File: config.mk
export PLATFORM = sky130hd
export DESIGN_NAME = pipeline_ctrl
export DESIGN_NICKNAME = d
export VERILOG_FILES = /design/src/rtl/pipeline_ctrl.sv
export SDC_FILE = /design/constraint.sdc
export NUM_CORES = 1
export LEC_CHECK = 0
export CORE_MARGIN = 1
export CORE_UTILIZATION = 41
export DETAILED_ROUTE_END_ITERATION = 6
export GPL_TIMING_DRIVEN = 0
export PLACE_DENSITY = 0.87
export SETUP_SLACK_MARGIN = 0.5
export SYNTH_ARGS = -nofsm -noshare
export SYNTH_HDL_FRONTEND = slang
export SYNTH_SLANG_ARGS = --single-unit
File: constraint.sdc
create_clock -name clk -period 5.5 [get_ports clk]
set_input_delay 0.825 -clock clk [delete_from_list [all_inputs] [get_ports clk]]
set_output_delay 0.825 -clock clk [all_outputs]
set_load 0.03 [all_outputs]
File: src/rtl/pipeline_ctrl.sv
// pipeline_ctrl: central stall / redirect sequencer for the 5-stage MIPS32 pipeline.
// It merges the ID load-use stall, the EX multi-cycle stall and the ID branch decision
// into one per-stage stall vector, a PC redirect and an IF/ID flush.
// A two-state FSM (RUN / EXWAIT) with a down-counter holds the front end frozen for
// the full latency of a multi-cycle EX operation. A saturating counter records stalled
// cycles for performance debug.
//
// Build option: define CTRL_DELAY_SLOT_EN to honour the MIPS branch delay slot
// (flush_o tied low). When it is undefined, flush_o follows newPCValid_o and squashes
// the wrong-path instruction sitting in IF/ID.
//
// While rst is high, every output is forced to zero combinationally. A reset taken in
// the middle of an EX wait therefore releases the pipeline in the same cycle.

module pipeline_ctrl #(
  parameter int CNT_W       = 5,
  parameter int STALL_CNT_W = 16
) (
  input  logic                   clk,
  input  logic                   rst,
  input  logic                   stallReqID_i,
  input  logic                   stallReqEX_i,
  input  logic [CNT_W-1:0]       exCycles_i,
  input  logic                   branchEnable_i,
  input  logic [31:0]            branchAddr_i,
  output logic [5:0]             stall_o,
  output logic                   newPCValid_o,
  output logic [31:0]            newPC_o,
  output logic                   flush_o,
  output logic                   busy_o,
  output logic [STALL_CNT_W-1:0] stallCount_o
);

  typedef enum logic [0:0] {
    ST_RUN    = 1'b0,
    ST_EXWAIT = 1'b1
  } state_t;

  // Stall patterns: the EX pattern also freezes EX; the ID pattern inserts a bubble into EX.
  localparam logic [5:0] STALL_NONE = 6'b000000;
  localparam logic [5:0] STALL_ID   = 6'b000111;
  localparam logic [5:0] STALL_EX   = 6'b001111;

  localparam logic [CNT_W-1:0]       CNT_ZERO  = {CNT_W{1'b0}};
  localparam logic [CNT_W-1:0]       CNT_ONE   = {{(CNT_W-1){1'b0}}, 1'b1};
  localparam logic [CNT_W-1:0]       CNT_TWO   = {{(CNT_W-2){1'b0}}, 2'b10};
  localparam logic [STALL_CNT_W-1:0] SCNT_ZERO = {STALL_CNT_W{1'b0}};
  localparam logic [STALL_CNT_W-1:0] SCNT_ONE  = {{(STALL_CNT_W-1){1'b0}}, 1'b1};

  state_t                   state_q, state_d;
  logic [CNT_W-1:0]         cnt_q, cnt_d;
  logic [STALL_CNT_W-1:0]   stall_cnt_q, stall_cnt_d;

  logic                     ex_start_s;
  logic [5:0]               stall_s;
  logic                     redirect_s;

  // A multi-cycle EX request is acted on only in RUN, and only when it needs more than one cycle.
  always_comb begin
    ex_start_s = 1'b0;
    if ((state_q == ST_RUN) && stallReqEX_i && (exCycles_i >= CNT_TWO)) begin
      ex_start_s = 1'b1;
    end else begin
      ex_start_s = 1'b0;
    end
  end

  // Stall vector: reset wins, then EXWAIT, then a new EX request, then the ID hazard.
  always_comb begin
    stall_s = STALL_NONE;
    if (rst) begin
      stall_s = STALL_NONE;
    end else if (state_q == ST_EXWAIT) begin
      stall_s = STALL_EX;
    end else if (ex_start_s) begin
      stall_s = STALL_EX;
    end else if (stallReqID_i) begin
      stall_s = STALL_ID;
    end else begin
      stall_s = STALL_NONE;
    end
  end

  // Redirect only in a fully unstalled cycle; ID re-presents a branch that arrived while stalled.
  always_comb begin
    redirect_s = 1'b0;
    if (!rst && branchEnable_i && (stall_s == STALL_NONE)) begin
      redirect_s = 1'b1;
    end else begin
      redirect_s = 1'b0;
    end
  end

  // FSM next state and EX wait counter.
  always_comb begin
    state_d = state_q;
    cnt_d   = cnt_q;
    case (state_q)
      ST_RUN: begin
        if (ex_start_s) begin
          // The request cycle itself is one of the exCycles_i stall cycles.
          state_d = ST_EXWAIT;
          cnt_d   = exCycles_i - CNT_ONE;
        end else begin
          state_d = ST_RUN;
          cnt_d   = cnt_q;
        end
      end
      ST_EXWAIT: begin
        if (cnt_q <= CNT_ONE) begin
          // Last stall cycle; a zero count cannot normally occur, so it is also treated as done.
          state_d = ST_RUN;
          cnt_d   = CNT_ZERO;
        end else begin
          state_d = ST_EXWAIT;
          cnt_d   = cnt_q - CNT_ONE;
        end
      end
      default: begin
        state_d = ST_RUN;
        cnt_d   = CNT_ZERO;
      end
    endcase
  end

  // Saturating stall-cycle counter next value.
  always_comb begin
    stall_cnt_d = stall_cnt_q;
    if ((stall_s != STALL_NONE) && !(&stall_cnt_q)) begin
      stall_cnt_d = stall_cnt_q + SCNT_ONE;
    end else begin
      stall_cnt_d = stall_cnt_q;
    end
  end

  // State, EX wait counter and stall counter registers with synchronous reset.
  always_ff @(posedge clk) begin
    if (rst) begin
      state_q     <= ST_RUN;
      cnt_q       <= CNT_ZERO;
      stall_cnt_q <= SCNT_ZERO;
    end else begin
      state_q     <= state_d;
      cnt_q       <= cnt_d;
      stall_cnt_q <= stall_cnt_d;
    end
  end

  // Output drive; everything reads zero while reset is asserted.
  always_comb begin
    stall_o      = stall_s;
    newPCValid_o = redirect_s;
    newPC_o      = 32'h0000_0000;
    busy_o       = 1'b0;
    stallCount_o = SCNT_ZERO;
    if (redirect_s) begin
      newPC_o = branchAddr_i;
    end else begin
      newPC_o = 32'h0000_0000;
    end
    if (rst) begin
      busy_o       = 1'b0;
      stallCount_o = SCNT_ZERO;
    end else begin
      busy_o       = (state_q == ST_EXWAIT);
      stallCount_o = stall_cnt_q;
    end
  end

`ifdef CTRL_DELAY_SLOT_EN
  // Delay slot honoured: the instruction in IF always completes.
  always_comb begin
    flush_o = 1'b0;
  end
`else
  // No delay slot: squash the wrong-path instruction in the redirect cycle.
  always_comb begin
    flush_o = redirect_s;
  end
`endif

endmodule

==> results of run 1 <==
metal layers:
metal / part of all wire / GRT usage / up-vias / routed length, um
met5: 0 / 0 / - / 0
met4: 0.011 / 0.0761 / 0 / 58
met3: 0.073 / 0.0330 / 7 / 369
met2: 0.49 / 0.455 / 86 / 2490
met1: 0.42 / 0.279 / 828 / 2140
li1: - / - / 924 / -
sequential cells by signal (all words and copies together), names as in the netlist:
name and count:
stall_cnt_q 16, cnt_q 5, state_q 1
worst paths after layout:
path                               start                            to  slack (ns)  depth (start not counted)
max reg2reg  stall_cnt_q[0]$_SDFFE_PP0P_  stall_cnt_q[12]$_SDFFE_PP0P_        3.42                          6
min          stall_cnt_q[4]$_SDFFE_PP0P_   stall_cnt_q[4]$_SDFFE_PP0P_        0.54                          1
min reg2reg  stall_cnt_q[4]$_SDFFE_PP0P_   stall_cnt_q[4]$_SDFFE_PP0P_        0.54                          1
max                        exCycles_i[0]                   newPC_o[26]        1.00                          9
cells by family after synthesis:
logic type                 share of synthesized area
AOI/OAI and AO/OA                             0.0992
xor gates and xnor gates                      0.0427
adders and majority gates                     0.0381
buffers and inverters                         0.0694
DFF                                            0.268
muxes                                         0.0412
other                                        0.00229
and+or+nand+nor                                0.439
area by class of cell:
type	count	area, sq um	share of cell area
multi-input cells	168	1090	0.401
repair buffers	96	961	0.353
flip-flops and latches	22	440	0.162
plain buffers	14	75.1	0.0276
well taps	48	60.1	0.0221
clock buffers	4	55.1	0.0202
inverters	9	38.8	0.0143
synthesized netlist by cell type, types with 2 or more instances:
cell type	instances	share of area
a211oi_1	3	0.014
a21oi_1	4	0.012
a31oi_1	2	0.0076
and2_1	34	0.13
and3_1	2	0.0076
and4b_1	2	0.012
buf_4	6	0.027
clkbuf_1	7	0.016
dfxtp_1	22	0.27
ha_1	5	0.038
inv_1	8	0.018
mux2_1	4	0.027
mux2_2	2	0.014
nand2_1	11	0.025
nand3_1	7	0.021
nand4_1	8	0.031
nor2_1	23	0.053
nor2_2	2	0.0076
nor2b_1	13	0.050
nor3_1	8	0.024
nor4_1	4	0.015
o21ai_0	6	0.018
or3_1	2	0.0076
xnor2_1	5	0.027
xor2_1	3	0.016
power by group through the flow:
stage / clock network (mW) / logic [mW] / registers (mW)
detailed placement: 0 / 0.143 / 0.181
global route: 0.125 / 0.159 / 0.179
CTS: 0.118 / 0.146 / 0.177
finish: 0.120 / 0.146 / 0.178
global placement: 0 / 0.142 / 0.180
floorplan: 0 / 0.0839 / 0.179
worst reg2reg max path: stages, from the launching register on:
cell,delay [ns]
dfxtp_1,0.40
ha_1,0.38
nand4_1,0.19
or4_4,0.50
nand3_4,0.14
nor4_1,0.07
mux2_1,0.31
stage by stage:
stage | util | setup slack (ns) | hold slack (ns) | instance area, sq um
floorplan | - | 2.03 | 0.481 | 1640
global placement | 0.712 | 1.02 | 0.505 | 2670
detailed placement | 0.712 | 1.00 | 0.522 | 2670
CTS | 0.727 | 0.985 | 0.542 | 2720
global route | 0.727 | 0.839 | 0.585 | 2720
finish | 0.727 | 1.00 | 0.538 | 2720
==> impl_metrics.env, run 1 <==
export IMPL_swShare=0.313
export IMPL_clock_path_buffers=2
export IMPL_cts_setup_buffers=0
export IMPL_peakVddDrop_uv=148
export IMPL_p_sw_uw=139
export IMPL_worst_path_dominant_cell_family="buffers and inverters"
export IMPL_synth_main_ff_cell="dfxtp_1"
export IMPL_power_frac_seq=0.401
export IMPL_cts_root_buf="clkbuf_8"
export IMPL_portBuffers=96
export IMPL_diodes=0
export IMPL_worst_pin_slew_ns=0.612
export IMPL_power_internal_uw=305
export IMPL_drc=0
export IMPL_drv_cap=0
export IMPL_core_area_sq_um=3740
export IMPL_numCtsBuffers=3
export IMPL_synth_edf_count=0
export IMPL_worstSkewPairLatency_ns=0.27
export IMPL_dpl_hpwl_um=3840
export IMPL_synthCells=212
export IMPL_synth_seq_cells=22
export IMPL_ctsResizeCount=0
export IMPL_layout_commonest_cell="clkdlybuf4s50_1"
export IMPL_critPathMaxStageDelay_ns=0.67
export IMPL_routabilityCongestion=0.823
export IMPL_dr_first_iter_drc_count=52
export IMPL_grt_pass1_vias=1753
export IMPL_syn_area_per_cell_sq_um=7.74
export IMPL_required_ns=4.68
export IMPL_viasPerCell=5.11
export IMPL_cp_cell_sequence="clkdlybuf4s50_1, inv_1, ha_1, nor3_1, a21bo_2, and4b_1, clkbuf_1, and2_1, clkdlybuf4s50_1"
export IMPL_dieArea_sq_um=4260
export IMPL_fin_setup_tns_ns=0
export IMPL_max_freq_mhz=222
export IMPL_most_common_layout_cells="96 x clkdlybuf4s50_1, 34 x and2_1, 23 x nor2_1"
export IMPL_fin_cells=361
export IMPL_syn_to_final_growth_pct=65.8
export IMPL_critPathKind="in2out"
export IMPL_hold_path_class="reg2reg"
export IMPL_postRouteAntennaNets=0
export IMPL_ys_warn_count=0
export IMPL_grt_max_degree=13
export IMPL_dp_cells=357
export IMPL_leakage_nw=1.03
export IMPL_nets=361
export IMPL_path_common_cell="clkdlybuf4s50_1"
export IMPL_status="completed"
export IMPL_yosysSeqAreaShare=0.268
export IMPL_synthArstFlopShare=0
export IMPL_vias=1845
export IMPL_path_max_fanout=11
export IMPL_power_density_nw_per_um2=163
export IMPL_cts_hold_buf=0
export IMPL_start_util=0.438
export IMPL_htreeDepth=1
export IMPL_clkSinkCount=22
export IMPL_slew_limit_headroom=0.589
export IMPL_critical_path_slowest_cell="clkdlybuf4s50_1"
export IMPL_pwr_share_clk=0.271
export IMPL_min_period_ns=4.50
export IMPL_antenna_found_initial=0
export IMPL_drive_gt1_frac=0.0671
export IMPL_power_uw=443
export IMPL_crit_buf_inv=4
export IMPL_fin_skew_ns=0.00312
export IMPL_first_pass_iters=4
export IMPL_finalSetupViolations=0
export IMPL_syn_area_sq_um=1640
export IMPL_num_rows=22
export IMPL_ios=99
export IMPL_cts_tree="yes"
export IMPL_period_share=0.817
export IMPL_grt_usage=0.242
export IMPL_synth_cell_types=44
export IMPL_die_h_um=65.3
export IMPL_clk_pin_slew_ns=0.08
export IMPL_crit_path_end_kind="output pin"
export IMPL_wirelength_um=5060
export IMPL_wire_per_inst_um=14.0
export IMPL_hold_violations=0
export IMPL_gr_total_overflow=0
export IMPL_power_frac_comb=0.329
export IMPL_fillCellCount=302
export IMPL_critPathArrivalTime_ns=3.67
export IMPL_slew_viol_final=0
export IMPL_rsz0062_at_grt="no"
export IMPL_die_x_um=65.3
export IMPL_crit_path_start_kind="input pin"
export IMPL_grt_pass1_wl_um=8020
No activity file was read; power rests on OpenSTA's default activity.
==> run 2, diff against run 1 <==
--- a/config.mk
+++ b/config.mk
@@ -6,10 +6,10 @@
 export NUM_CORES = 1
 export LEC_CHECK = 0
 export CORE_MARGIN = 1
-export CORE_UTILIZATION = 41
+export CORE_UTILIZATION = 34
 export DETAILED_ROUTE_END_ITERATION = 6
 export GPL_TIMING_DRIVEN = 0
-export PLACE_DENSITY = 0.87
+export PLACE_DENSITY = 0.77
 export SETUP_SLACK_MARGIN = 0.5
 export SYNTH_ARGS = -nofsm -noshare
 export SYNTH_HDL_FRONTEND = slang
==> constraint.sdc (replaced) <==
create_clock -name clk -period 4 [get_ports clk]
set_input_delay 0.6 -clock clk [delete_from_list [all_inputs] [get_ports clk]]
set_output_delay 0.6 -clock clk [all_outputs]
set_load 0.03 [all_outputs]
==> run 2 against run 1 <==
Flip-flop and latch count is the same. Clock skew is essentially flat. Utilization shrank 14 points. Critical endpoint is now stall_o[3]. Highest routed layer unchanged.
==> impl_metrics.env, run 2 (synthesis results as in run 1) <==
export IMPL_grt_pass1_vias=1643
export IMPL_power_density_nw_per_um2=216
export IMPL_portBuffers=96
export IMPL_antenna_found_initial=0
export IMPL_fin_ws_ns=0.591
export IMPL_crit_path_end_kind="output pin"
export IMPL_drive_gt1_frac=0.188
export IMPL_max_freq_mhz=293
export IMPL_dpl_hpwl_um=3840
export IMPL_fin_setup_tns_ns=0
export IMPL_leakage_nw=1.09
export IMPL_largest_register_ff_count=16
export IMPL_dpl_cell_area_sq_um=2670
export IMPL_fin_area_sq_um=2660
export IMPL_ios=99
export IMPL_num_rows=24
export IMPL_clock_path_buffers=2
export IMPL_fin_util=0.590
export IMPL_postRouteAntennaNets=0
export IMPL_dieArea_sq_um=5110
export IMPL_grt_pass1_wl_um=7710
export IMPL_slew_limit_headroom=0.614
export IMPL_grt_max_degree=12
export IMPL_cts_tree="yes"
export IMPL_die_x_um=71.5
export IMPL_clkSinkCount=22
export IMPL_slew_viol_final=0
export IMPL_nets=363
export IMPL_die_h_um=71.5
export IMPL_drv_cap=0
export IMPL_critPathKind="in2out"
export IMPL_crit_path_start_kind="input pin"
export IMPL_wire_per_inst_um=13.6
export IMPL_hold_violations=0
export IMPL_top_register="stall_cnt_q"
export IMPL_diodes=0
export IMPL_vias=1853
export IMPL_core_area_sq_um=4500
export IMPL_dr_first_iter_drc_count=44
export IMPL_routabilityCongestion=0.891
export IMPL_critPathArrivalTime_ns=2.81
export IMPL_gr_total_overflow=0
export IMPL_start_util=0.364
export IMPL_path_max_fanout=5
export IMPL_dp_slack_ns=-0.0970
export IMPL_layout_commonest_cell="clkdlybuf4s50_1"
export IMPL_whs_ns=0.534
export IMPL_syn_to_final_growth_pct=62.1
export IMPL_required_ns=3.40
export IMPL_finalSetupViolations=0
export IMPL_viasPerCell=5.06
export IMPL_worstSkewPairLatency_ns=0.26
export IMPL_fin_cells=366
export IMPL_reg_top3="stall_cnt_q x16, cnt_q x5, state_q x1"
export IMPL_rsz0062_at_grt="yes"
export IMPL_numCtsBuffers=3
export IMPL_grt_usage=0.186
export IMPL_period_share=0.852
export IMPL_wirelength_um=4960
export IMPL_min_period_ns=3.41
export IMPL_fin_skew_ns=0.00300
export IMPL_status="completed"
export IMPL_worst_pin_slew_ns=0.574
export IMPL_dp_cells=361
export IMPL_most_common_layout_cells="62 x clkdlybuf4s50_1, 34 x and2_1, 23 x nor2_1"
export IMPL_hold_path_class="reg2reg"
export IMPL_first_pass_iters=4
export IMPL_power_uw=575
export IMPL_htreeDepth=1
export IMPL_drc=0
export IMPL_clk_pin_slew_ns=0.08
export IMPL_cts_root_buf="clkbuf_8"
export IMPL_peakVddDrop_uv=172
-- run 2: changes by cell type in the layout (fill, tap and decap cells not counted), sizes merged --
cell           before  now
buf                 7   10
clkbuf             11   27
clkdlybuf4s15       0   12
clkdlybuf4s50      96   62
dlygate4sd2         0    4
-- run 2: critical path: stages --
cell and delay (ns):
clkdlybuf4s50_1 0.55, ha_1 0.20, nor3_2 0.07, a21boi_0 0.47
nor2_1 0.12, nor2_1 0.11, clkdlybuf4s50_1 0.68
-- run 2: layout make-up --
class                   count  area [sq um]
inverters                   9          38.8
repair buffers             98           896
fillers                   431          1850
plain buffers              14          81.3
clock buffers               3          41.3
well taps                  52          65.1
multi-input cells         168          1100
flip-flops and latches     22           440
-- run 2: metal layers --
metal / share of wire / up-vias / wire length [um] / GRT usage
li1: - / 923 / - / -
met1: 0.43 / 825 / 2110 / 0.236
met2: 0.47 / 97 / 2320 / 0.324
met3: 0.094 / 8 / 466 / 0.0366
met4: 0.012 / 0 / 61 / 0.0479
met5: 0 / - / 0 / 0
-- run 2: what timing repair did --
item	in CTS	in global routing
gates resized for setup	80	22
endpoints found under the setup margin	36	31
hold buffers	0	0
pin swaps	0	1
setup buffers	0	2
-- run 2: report_power, final --
group          leakage (nW)  switching, mW  internal (mW)  total, mW
Combinational         0.893          0.100         0.0975      0.197
Sequential            0.179         0.0124          0.232      0.244
Clock                0.0216         0.0666         0.0670      0.134
-- run 2: worst paths after layout --
check | cells past startpoint | slack, ns | end | start
max | 7 | 0.59 | stall_o[3] | exCycles_i[1]
min | 1 | 0.53 | stall_cnt_q[4]$_SDFFE_PP0P_ | stall_cnt_q[4]$_SDFFE_PP0P_
max reg2reg | 6 | 1.96 | stall_cnt_q[12]$_SDFFE_PP0P_ | stall_cnt_q[0]$_SDFFE_PP0P_
min reg2reg | 1 | 0.53 | stall_cnt_q[4]$_SDFFE_PP0P_ | stall_cnt_q[4]$_SDFFE_PP0P_
